`src/rtl/isl58x_pkg.sv`:
```
// Shared definitions for the ISL58x DAC transmit path: data width, midscale code,
// FSM state encoding and a saturating counter helper.
package isl58x_pkg;

    localparam int ISL58X_DATA_W = 15;
    localparam logic [ISL58X_DATA_W-1:0] ISL58X_MIDSCALE = 15'h4000;

    typedef enum logic [1:0] {
        OFF,
        WAKE,
        STREAM,
        SLEEP
    } isl58x_tx_state_t;

    function automatic logic [15:0] isl58x_sat_inc16(input logic [15:0] v);
        return (v == 16'hFFFF) ? v : v + 16'd1;
    endfunction

endpackage

```
`src/rtl/isl58x_sample_fifo.sv`:
```
// First-word fall-through sample FIFO with synchronous flush and occupancy output.
// o_level_next exposes the post-edge occupancy so the caller can register a ready flag.
module isl58x_sample_fifo
    import isl58x_pkg::*;
#(
    parameter int DEPTH = 16,
    parameter int W     = ISL58X_DATA_W
) (
    input  logic                     clk,
    input  logic                     reset,
    input  logic                     i_flush,
    input  logic                     i_push,
    input  logic [W-1:0]             i_data,
    input  logic                     i_pop,
    output logic [W-1:0]             o_data,
    output logic                     o_empty,
    output logic [$clog2(DEPTH):0]   o_level,
    output logic [$clog2(DEPTH):0]   o_level_next
);

    localparam int AW = $clog2(DEPTH);
    localparam int LW = AW + 1;

    logic [W-1:0]  r_mem [DEPTH];
    logic [AW-1:0] r_wr_ptr;
    logic [AW-1:0] r_rd_ptr;
    logic [LW-1:0] r_level;

    logic w_full;
    logic w_do_push;
    logic w_do_pop;

    assign w_full    = (r_level == LW'(DEPTH));
    assign o_empty   = (r_level == '0);
    assign w_do_push = i_push && !w_full;
    assign w_do_pop  = i_pop && !o_empty;
    assign o_data    = r_mem[r_rd_ptr];
    assign o_level   = r_level;

    // NOTE: every always_comb output gets a default first, so no path can infer a latch.
    always_comb begin
        o_level_next = r_level;
        if (i_flush)
            o_level_next = '0;
        else if (w_do_push && !w_do_pop)
            o_level_next = r_level + LW'(1);
        else if (w_do_pop && !w_do_push)
            o_level_next = r_level - LW'(1);
    end

    always_ff @(posedge clk or posedge reset) begin
        if (reset) begin
            r_wr_ptr <= '0;
            r_rd_ptr <= '0;
            r_level  <= '0;
        end else if (i_flush) begin
            r_wr_ptr <= '0;
            r_rd_ptr <= '0;
            r_level  <= '0;
        end else begin
            if (w_do_push) r_wr_ptr <= r_wr_ptr + AW'(1);
            if (w_do_pop)  r_rd_ptr <= r_rd_ptr + AW'(1);
            r_level <= o_level_next;
        end
    end

    // NOTE: sample storage is deliberately not reset; the level and pointers alone define validity.
    always_ff @(posedge clk) begin
        if (w_do_push && !i_flush)
            r_mem[r_wr_ptr] <= i_data;
    end

endmodule

```
`src/rtl/isl58x_dac_tx.sv`:
```
// ISL58x DAC pin driver: sample FIFO, divided DAC clock, CE/LOWP power sequencing.
// Optional macro ISL58X_MIDSCALE_ON_UNDERRUN_EN drives midscale on an underrun instead of holding.
module isl58x_dac_tx
    import isl58x_pkg::*;
#(
    parameter int DIV        = 4,
    parameter int FIFO_DEPTH = 16,
    parameter int WAKE_TICKS = 8,
    parameter int IDLE_TICKS = 1024
) (
    input  logic                          clk,
    input  logic                          reset,
    input  logic                          enable,
    input  logic                          rtz_mode,
    input  logic [ISL58X_DATA_W-1:0]      s_data,
    input  logic                          s_valid,
    output logic                          s_ready,
    output logic [$clog2(FIFO_DEPTH):0]   fifo_level,
    output logic [15:0]                   underrun_count,
    output logic                          isl58x_CE,
    output logic                          isl58x_CLK,
    output logic [ISL58X_DATA_W-1:0]      isl58x_D,
    output logic                          isl58x_LOWP,
    output logic                          isl58x_RTZ
);

    localparam int PW = $clog2(DIV);
    localparam int LW = $clog2(FIFO_DEPTH) + 1;
    localparam int WW = $clog2(WAKE_TICKS + 1);
    localparam int IW = $clog2(IDLE_TICKS + 1);

    localparam logic [PW-1:0] PH_TICK = PW'(DIV / 2 - 1);
    localparam logic [PW-1:0] PH_HALF = PW'(DIV / 2);
    localparam logic [PW-1:0] PH_LAST = PW'(DIV - 1);

    isl58x_tx_state_t           r_state;
    logic [PW-1:0]              r_phase;
    logic                       r_clk;
    logic [ISL58X_DATA_W-1:0]   r_d;
    logic                       r_ce;
    logic                       r_lowp;
    logic                       r_rtz;
    logic                       r_s_ready;
    logic [15:0]                r_underrun;
    logic [IW-1:0]              r_idle;
    logic [WW-1:0]              r_wake;

    logic [PW-1:0]              w_phase_next;
    logic                       w_tick;
    logic                       w_push;
    logic                       w_pop;
    logic                       w_flush;
    logic [ISL58X_DATA_W-1:0]   w_fifo_data;
    logic                       w_fifo_empty;
    logic [LW-1:0]              w_level_next;

    assign w_phase_next = (r_phase == PH_LAST) ? '0 : r_phase + PW'(1);
    // The update tick is the edge on which the DAC clock falls, half a period before it latches.
    assign w_tick  = (r_state != OFF) && (r_phase == PH_TICK);
    assign w_push  = s_valid && r_s_ready;
    assign w_pop   = enable && (r_state == STREAM) && w_tick && !w_fifo_empty;
    assign w_flush = !enable || (r_state == OFF);

    isl58x_sample_fifo #(
        .DEPTH (FIFO_DEPTH),
        .W     (ISL58X_DATA_W)
    ) u_fifo (
        .clk          (clk),
        .reset        (reset),
        .i_flush      (w_flush),
        .i_push       (w_push),
        .i_data       (s_data),
        .i_pop        (w_pop),
        .o_data       (w_fifo_data),
        .o_empty      (w_fifo_empty),
        .o_level      (fifo_level),
        .o_level_next (w_level_next)
    );

    // NOTE: all state is updated with non-blocking assignments so every register samples pre-edge values.
    always_ff @(posedge clk or posedge reset) begin
        if (reset) begin
            r_state    <= OFF;
            r_phase    <= '0;
            r_clk      <= 1'b0;
            r_d        <= ISL58X_MIDSCALE;
            r_ce       <= 1'b0;
            r_lowp     <= 1'b1;
            r_rtz      <= 1'b0;
            r_s_ready  <= 1'b0;
            r_underrun <= '0;
            r_idle     <= '0;
            r_wake     <= '0;
        end else begin
            r_rtz     <= rtz_mode;
            r_s_ready <= enable && (w_level_next < LW'(FIFO_DEPTH));

            if (!enable) begin
                r_state <= OFF;
                r_phase <= '0;
                r_clk   <= 1'b0;
                r_d     <= ISL58X_MIDSCALE;
                r_ce    <= 1'b0;
                r_lowp  <= 1'b1;
            end else begin
                if (r_state != OFF) begin
                    r_phase <= w_phase_next;
                    r_clk   <= (w_phase_next < PH_HALF);
                end

                case (r_state)
                    OFF: begin
                        r_state <= WAKE;
                        r_ce    <= 1'b1;
                        r_lowp  <= 1'b0;
                        r_phase <= '0;
                        r_clk   <= 1'b1;
                        r_wake  <= '0;
                        r_d     <= ISL58X_MIDSCALE;
                    end
                    WAKE: begin
                        if (w_tick) begin
                            if (r_wake == WW'(WAKE_TICKS - 1))
                                r_state <= STREAM;
                            else
                                r_wake <= r_wake + WW'(1);
                        end
                    end
                    STREAM: begin
                        if (w_tick) begin
                            if (!w_fifo_empty) begin
                                r_d    <= w_fifo_data;
                                r_idle <= '0;
                            end else begin
                                r_underrun <= isl58x_sat_inc16(r_underrun);
`ifdef ISL58X_MIDSCALE_ON_UNDERRUN_EN
                                r_d <= ISL58X_MIDSCALE;
`endif
                                // The idle count restarts on entering SLEEP so the next STREAM visit gets a full window.
                                if (r_idle >= IW'(IDLE_TICKS - 1)) begin
                                    r_state <= SLEEP;
                                    r_lowp  <= 1'b1;
                                    r_idle  <= '0;
                                end else begin
                                    r_idle <= r_idle + IW'(1);
                                end
                            end
                        end
                    end
                    SLEEP: begin
                        if (!w_fifo_empty) begin
                            r_state <= WAKE;
                            r_lowp  <= 1'b0;
                            r_wake  <= '0;
                            r_d     <= ISL58X_MIDSCALE;
                        end
                    end
                    default: r_state <= OFF;
                endcase
            end
        end
    end

    assign s_ready        = r_s_ready;
    assign underrun_count = r_underrun;
    assign isl58x_CE      = r_ce;
    assign isl58x_CLK     = r_clk;
    assign isl58x_D       = r_d;
    assign isl58x_LOWP    = r_lowp;
    assign isl58x_RTZ     = r_rtz;

endmodule

```
`config.mk`:
```
export PLATFORM = sky130hd
export DESIGN_NAME = isl58x_dac_tx
export DESIGN_NICKNAME = d
export VERILOG_FILES = /design/src/rtl/isl58x_pkg.sv /design/src/rtl/isl58x_sample_fifo.sv /design/src/rtl/isl58x_dac_tx.sv
export SDC_FILE = /design/constraint.sdc
export NUM_CORES = 1
export LEC_CHECK = 0
export ABC_AREA = 0
export BUFFER_PORTS_ARGS = -buffer_cell sky130_fd_sc_hd__buf_2
export CELL_PAD_IN_SITES_DETAIL_PLACEMENT = 0
export CELL_PAD_IN_SITES_GLOBAL_PLACEMENT = 1
export CORE_UTILIZATION = 50
export DETAILED_ROUTE_END_ITERATION = 10
export PLACE_DENSITY_LB_ADDON = 0.2
export SETUP_SLACK_MARGIN = 0.15
export SLEW_MARGIN = 20
export SYNTH_ARGS = -nofsm -noshare
export SYNTH_HDL_FRONTEND = slang
export SYNTH_HIERARCHICAL = 1
export SYNTH_SLANG_ARGS = --single-unit
```
`constraint.sdc`:
```
create_clock -name clk -period 6.93 [get_ports clk]
set_input_delay 0.693 -clock clk [delete_from_list [all_inputs] [get_ports clk]]
set_output_delay 0.693 -clock clk [all_outputs]
set_load 0.03 [all_outputs]
```
# Word level (Yosys, flattened, before mapping)
# Memory sizes are Yosys's and may differ from the RTL's.
# Index checks and enable logic that the tools add are counted.
dict set report totals {
  mem_bits_rw 240
  out_inout_bits 41
  inputBits 20
  register_bits 68
  wordCells 122
  mem_count 1
}
dict set report op_classes {
  add_sub_neg 8
  muxes 44
  bitwise_logic 1
  reduce_logical 30
  n_eq_ne 21
  order_cmp 3
}
# memory depth width rd rd_clocked_by_memory_dff write_ports line_no
set mem_list {}
lappend mem_list {u_fifo.r_mem 16 15 1 0 1 isl58x_sample_fifo.sv:24} ;# logic [W-1:0] r_mem [DEPTH];
# operator n
set ops {}
lappend ops {{$mux W15} 4}
lappend ops {{$pmux W15 S3} 1}
lappend ops {{$mux W4} 7}
lappend ops {{$mux W11} 2}
lappend ops {{$mux W2} 11}
lappend ops {{$mux W5} 4}
lappend ops {{$add A16 B1 Y16 const B} 1}
lappend ops {{$eq A16 B16 Y1 const B} 1}
lappend ops {{$ne A3 B3 Y1 const B} 5}
lappend ops {{$reduce_and A5 Y1} 3}
lappend ops {{$add A4 B1 Y4 const B} 3}
lappend ops {{$mux W1} 12}
lappend ops {{$pmux W4 S3} 1}
lappend ops {{$add A11 B1 Y11 const B} 1}
lappend ops {{$ge A11 B10 Y1 const B} 1}
lappend ops {{$logic_and A1 B1 Y1} 11}
lappend ops {{$pmux W2 S4} 1}
lappend ops {{$eq A2 B2 Y1 const B} 3}
lappend ops {{$logic_not A1 Y1} 6}
lappend ops {{$ne A2 B2 Y1 const B} 3}
lappend ops {{$ne A3 B2 Y1 const B} 2}
lappend ops {{$reduce_and A6 Y1} 1}
lappend ops {{$reduce_bool A2 Y1} 3}
lappend ops {{$add A5 B1 Y5 const B} 1}
lappend ops {{other kinds (18)} 19}

# Logic depth before layout (Yosys ltp)
dict set report logic_depth {
  word_depth 11
  ltp_mapped 11
  mapped_depth_nobuf 10
}

# Modules after synthesis
# The synthesis kept the hierarchy.
# module n_inst area_each_um2 cells_per_inst seq_area_each_um2
set by_module_without_submodules {}
lappend by_module_without_submodules {isl58x_sample_fifo 1 9942.0 477 7532.2}
lappend by_module_without_submodules {isl58x_dac_tx 1 2658.8 273 1378.8}

# Least setup slack after synthesis
# OpenSTA, ideal clock, no wires.
dict set report synth_path {
  path_kind {in2reg}
  startpoint {in enable}
  endpoint {mem u_fifo/r_mem[12][0] (netlist name) (enable)}
  slack_ns 4.362
  required_time_ns 6.544
  setup_ns 0.386
  n_path_buf 2
  t_arrival_ns 2.182
  stages 6
  path_cell_list {clkbuf_1 -> nand2b_1 -> clkbuf_1 -> inv_1 -> nand4_1 -> nor2_1}
}
dict set report synth_via {
  elab_chain_cells 6
}
# element line_no
set synth_rtl {}
lappend synth_rtl {{from (decl)} isl58x_dac_tx.sv:13} ;# input logic enable,
lappend synth_rtl {{$logic_not A1 Y1} -}
lappend synth_rtl {{$logic_or A1 B1 Y1} isl58x_dac_tx.sv:62} ;# assign w_flush = !enable || (r_state == OFF);
lappend synth_rtl {{via w_flush} isl58x_dac_tx.sv:52} ;# logic w_flush;
lappend synth_rtl {{$logic_not A1 Y1} isl58x_sample_fifo.sv:69} ;# if (w_do_push && !i_flush)
lappend synth_rtl {{$logic_and A1 B1 Y1} isl58x_sample_fifo.sv:69}
lappend synth_rtl {{$mux W1} isl58x_sample_fifo.sv:69}
lappend synth_rtl {{$mux W1 (implied by the code)} isl58x_sample_fifo.sv:70} ;# r_mem[r_wr_ptr] <= i_data;
lappend synth_rtl {{to (decl)} isl58x_sample_fifo.sv:24}
# The timed path passes the listed nets, and every way through them passes these cells.

# Final worst setup path
dict set report layout_path {
  startpoint {reg r_state[0]}
  endpoint {reg u_fifo.r_level[3] (netlist: u_fifo/o_level[3])}
}
dict set report layout_via {
  elab_chain_cells 10
  word_cells_on_any_way 16
  classes_between {eq/ne (1); mux (4); reduce/logical (11)}
}
# element line_no
set layout_rtl {}
lappend layout_rtl {{from (decl)} isl58x_dac_tx.sv:36} ;# isl58x_tx_state_t r_state;
lappend layout_rtl {{from (signal assigned)} isl58x_dac_tx.sv:83} ;# r_state <= OFF;
lappend layout_rtl {{from (signal assigned)} isl58x_dac_tx.sv:99} ;# r_state <= OFF;
lappend layout_rtl {{from (signal assigned)} isl58x_dac_tx.sv:113} ;# r_state <= WAKE;
lappend layout_rtl {{$eq A2 B2 Y1 / $reduce_bool A2 Y1 (equally long branches)} {isl58x_dac_tx.sv:61, isl58x_dac_tx.sv:59}}
lappend layout_rtl {{$logic_and A1 B1 Y1, on equally long branches} {isl58x_dac_tx.sv:61, isl58x_dac_tx.sv:59}}
lappend layout_rtl {{$logic_and A1 B1 Y1 * (2 in series)} isl58x_dac_tx.sv:61} ;# assign w_pop = enable && (r_state == STREAM) && w_tick && !w_fifo_empty;
lappend layout_rtl {{via w_pop} isl58x_dac_tx.sv:51} ;# logic w_pop;
lappend layout_rtl {{$logic_and A1 B1 Y1 *} isl58x_sample_fifo.sv:36} ;# assign w_do_pop = i_pop && !o_empty;
lappend layout_rtl {{$logic_and A1 B1 Y1 / $logic_not A1 Y1 (equally long branches)} {isl58x_sample_fifo.sv:47, isl58x_sample_fifo.sv:45}}
lappend layout_rtl {{$mux W5 / $logic_and A1 B1 Y1 (equally long branches)} {isl58x_sample_fifo.sv:47, isl58x_sample_fifo.sv:45}}
lappend layout_rtl {{$mux W5 *} isl58x_sample_fifo.sv:45} ;# else if (w_do_push && !w_do_pop)
lappend layout_rtl {{$mux W5 *} isl58x_sample_fifo.sv:43} ;# if (i_flush)
lappend layout_rtl {{via w_level_next[3]} isl58x_dac_tx.sv:55} ;# logic [LW-1:0] w_level_next;
lappend layout_rtl {{$mux W5 *} isl58x_sample_fifo.sv:56} ;# end else if (i_flush) begin
lappend layout_rtl {{to (signal assigned)} isl58x_sample_fifo.sv:63} ;# r_level <= o_level_next;
lappend layout_rtl {{to (decl)} isl58x_sample_fifo.sv:27} ;# logic [LW-1:0] r_level;
# Mark *: on every way through the listed nets, which the timed path passes. The rest lies on a longest branch.
# A chain may end at the register's enable or synchronous reset.

==> flow_metrics.py <==
metrics = {
    "detailed_routing": {
        "drc_errors": 0,
        "vias": 6753,
        "dr.pass1.iters": 5,
        "drt-vias-per-instance": 5.777,
        "routed_wirelength_microns": 25820,
        "drtIter0Drc": 554,
        "ant_nets": 0,
        "routedWlPerCell_microns": 22.08,
    },
    "cts": {
        "cts_setup_buffers": 0,
        "numCtsBuffers": 34,
        "cts_sinks": 308,
        "cts-root-buf": "clkbuf_16",
        "cts_buffer_depth": 3,
        "cts-resized-gates": 0,
        "ctsHoldBuffers": 0,
        "clkTransAtPathRegs_ns": 0.06,
        "cts_tree": "built",
        "clk_latency_ns": 0.50,
        "htree_levels": 2,
    },
    "synth": {
        "synth_compound_area_frac": 0.03833,
        "synth_edf_count": 240,
        "synth_seq_area_share": 0.7072,
        "async_flop_share": 0.2208,
        "yosys_warnings": 6,
        "synth-seq-cells": 308,
        "syn_nets": 786,
        "synthAdderAreaFrac": 0.01589,
        "synth.mux.area_fraction": 0.1119,
        "syn-cell-area_sq_um": 12600,
        "synth_cell_type_count": 61,
        "synth-xor-area-share": 0.01916,
        "synth_top_family_by_area": "multiplexers",
        "netlist_instances": 750,
        "avgSynthCellArea_sq_um": 16.80,
        "synth-simple-area-share": 0.08917,
        "synthFlopType": "edfxtp_1",
    },
    "timing": {
        "fmax_mhz": 327.1,
        "setup_tns_ns": 0,
        "rsz0062_at_grt": "false",
        "finalHoldViolations": 0,
        "period_minus_slack_ns": 3.057,
        "setup_ws_ns": 3.873,
        "relSlewSlack": 0.3719,
        "fin_skew_ns": 0.01916,
        "finalMaxSlewViolations": 0,
        "finalSetupViolations": 0,
        "whs_ns": 0.2820,
        "post-route-period-util": 0.4412,
        "worst_pin_slew_ns": 0.9422,
    },
    "global_routing": {
        "gr-total-overflow": 0,
        "track_usage": 0.2056,
        "first_global_vias": 6871,
        "grt_max_degree": 64,
        "antenna_found_initial": 0,
        "grt_pass1_wl_microns": 39430,
    },
    "floorplan": {
        "fp.dieH_microns": 160.8,
        "core-area_sq_um": 24530,
        "fp.dieArea_sq_um": 25840,
        "num_rows": 57,
        "fp.dieW_microns": 160.8,
        "io_pins": 61,
        "initial_core_util": 0.5136,
    },
    "worst_hold_path": {
        "hp-class": "in -> async",
    },
    "power_and_ir_drop": {
        "p_leak_uw": 0.005085,
        "ir_worst_vdd_uv": 276.1,
        "powerDensity_nw_per_um2": 284.3,
    },
    "critical_path": {
        "crit_fanout": 17,
        "startpoint_type": "register",
        "critical_path_class": "reg -> reg",
        "endpoint_kind": "register",
        "cp.required_ns": 7.30,
        "arrival_ns": 3.43,
    },
    "final_layout": {
        "fin_nets": 858,
        "drive_above_1_share": 0.2331,
        "antennaDiodeCount": 0,
        "syn_to_final_growth_pct": 13.01,
    },
    "place": {
        "dp_slack_ns": 3.725,
        "place_congestion": 0.7602,
        "dpl.hpwl_microns": 16320,
        "io_buffers": 60,
    },
    "run": {
        "drv_cap": 0,
    },
    "status": {
        "status": "completed",
    },
}
==> Yosys cell counts, drive strengths merged (2+ instances only) <==
cell type,instances,area share
and2,21,0.010
dfstp,2,0.0042
a22oi,30,0.018
nor3,8,0.0036
buf,15,0.0067
or3,2,0.0018
inv,22,0.0066
nor2,41,0.013
dfrtp,66,0.13
edfxtp,240,0.57
and4b,2,0.0016
xor2,11,0.0076
nand3b,3,0.0018
o21ai,11,0.0044
nand2,69,0.021
nor2b,6,0.0030
mux2,4,0.0039
nand2b,3,0.0015
nor4b,3,0.0031
and3,8,0.0041
a31oi,3,0.0032
clkbuf,15,0.0045
o31ai,3,0.0018
nand4,14,0.0081
ha,16,0.016
mux4,60,0.11
o311ai,2,0.0014
nor4,2,0.00099
xnor2,14,0.0097
nand3,30,0.012
a21oi,7,0.0031
==> worst max-delay path: stages, from the launching register on <==
cell and delay (ns):
dfrtp_1 0.42, inv_1 0.10, ha_1 0.26, and2_1 0.50
nand2_1 0.35, nor2_1 0.41, and3b_1 0.24, and3_1 0.19
a31oi_2 0.14, mux2_1 0.34
==> logic make-up (layout without fill, tap and decap cells) <==
logic type / after synthesis / after routing
xor+xnor: 26 / 26
simple gates: 217 / 217
fa+ha+maj: 16 / 16
compound gates: 65 / 65
mux: 65 / 65
flops: 308 / 308
buf+inv: 53 / 148
==> routing by layer <==
metal / up-vias / track usage / part of all wire
met4: 0 / 0.05617 / 0.020
li1: 3036 / - / -
met1: 3464 / 0.2747 / 0.41
met5: - / 0 / 0
met3: 44 / 0.03073 / 0.053
met2: 209 / 0.3538 / 0.51
==> final cells by class <==
type,instances,area (sq um)
multi-input combinational,389,3466
sequential,308,8919
clock buffer,44,909.6
fill,1888,10290
timing repair buffer,66,345.3
clock inverter,15,101.3
tap,324,405.4
inverter,23,93.84
==> power breakdown <==
part	switching, uW	internal [uW]
sequential	36.0	2050
clock	676	962
combinational	229	101
==> path summary, 6_finish.rpt <==
check	startpoint	end	slack [ns]	depth (start not counted)
max	r_state[0]	u_fifo/o_level[3]	3.87	9
min	reset	u_fifo/r_rd_ptr[2]	0.28	2
max reg2reg	r_state[0]	u_fifo/o_level[3]	3.87	9
min reg2reg	isl58x_D[6]	isl58x_D[6]	0.46	2
max in group asynchronous	reset	isl58x_RTZ	6.16	2
min in group clk	rtz_mode	isl58x_RTZ	0.30	1
==> layout by cell type (no fill, tap or decap), types with 3 or more instances in the layout <==
cell and instances:
inv_1 21, o21ai_0 11, nand2b_1 3, nor2b_1 4, clkinv_1 7, dfrtp_1 64
and2_1 21, ha_1 16, mux4_2 60, xor2_1 11, and3_1 7, nor2_1 39
nand3b_1 3, nor3_1 7, clkinv_2 4, o31ai_1 3, a22oi_1 30, buf_4 6
xnor2_1 14, nand2_1 68, nand3_1 30, clkbuf_1 9, buf_2 60, a21oi_1 6
edfxtp_1 240, clkbuf_16 35, nand4_1 13
==> stage by stage <==
stage | total power, uW | util | instances | area [sq um]
2_1_floorplan | 2346 | - | 750 | 12600
3_3_place_gp | 2437 | 0.5388 | 1110 | 13220
3_5_place_dp | 2451 | 0.5390 | 1110 | 13220
4_1_cts | 4094 | 0.5802 | 1169 | 14230
5_1_grt | 4197 | 0.5804 | 1169 | 14240
6_report | 4049 | 0.5804 | 1169 | 14240
==> registers in the layout, summed over array words and instances, names as in the netlist <==
signal	flops
r_idle	11
isl58x_RTZ	1
isl58x_CLK	1
u_fifo/r_mem	240
isl58x_CE	1
u_fifo/o_level	5
u_fifo/r_rd_ptr	4
r_phase	2
isl58x_D	15
isl58x_LOWP	1
s_ready	1
r_wake	4
u_fifo/r_wr_ptr	4
underrun_count	16
r_state	2
Note: power is estimated with default switching activity, not from simulation.
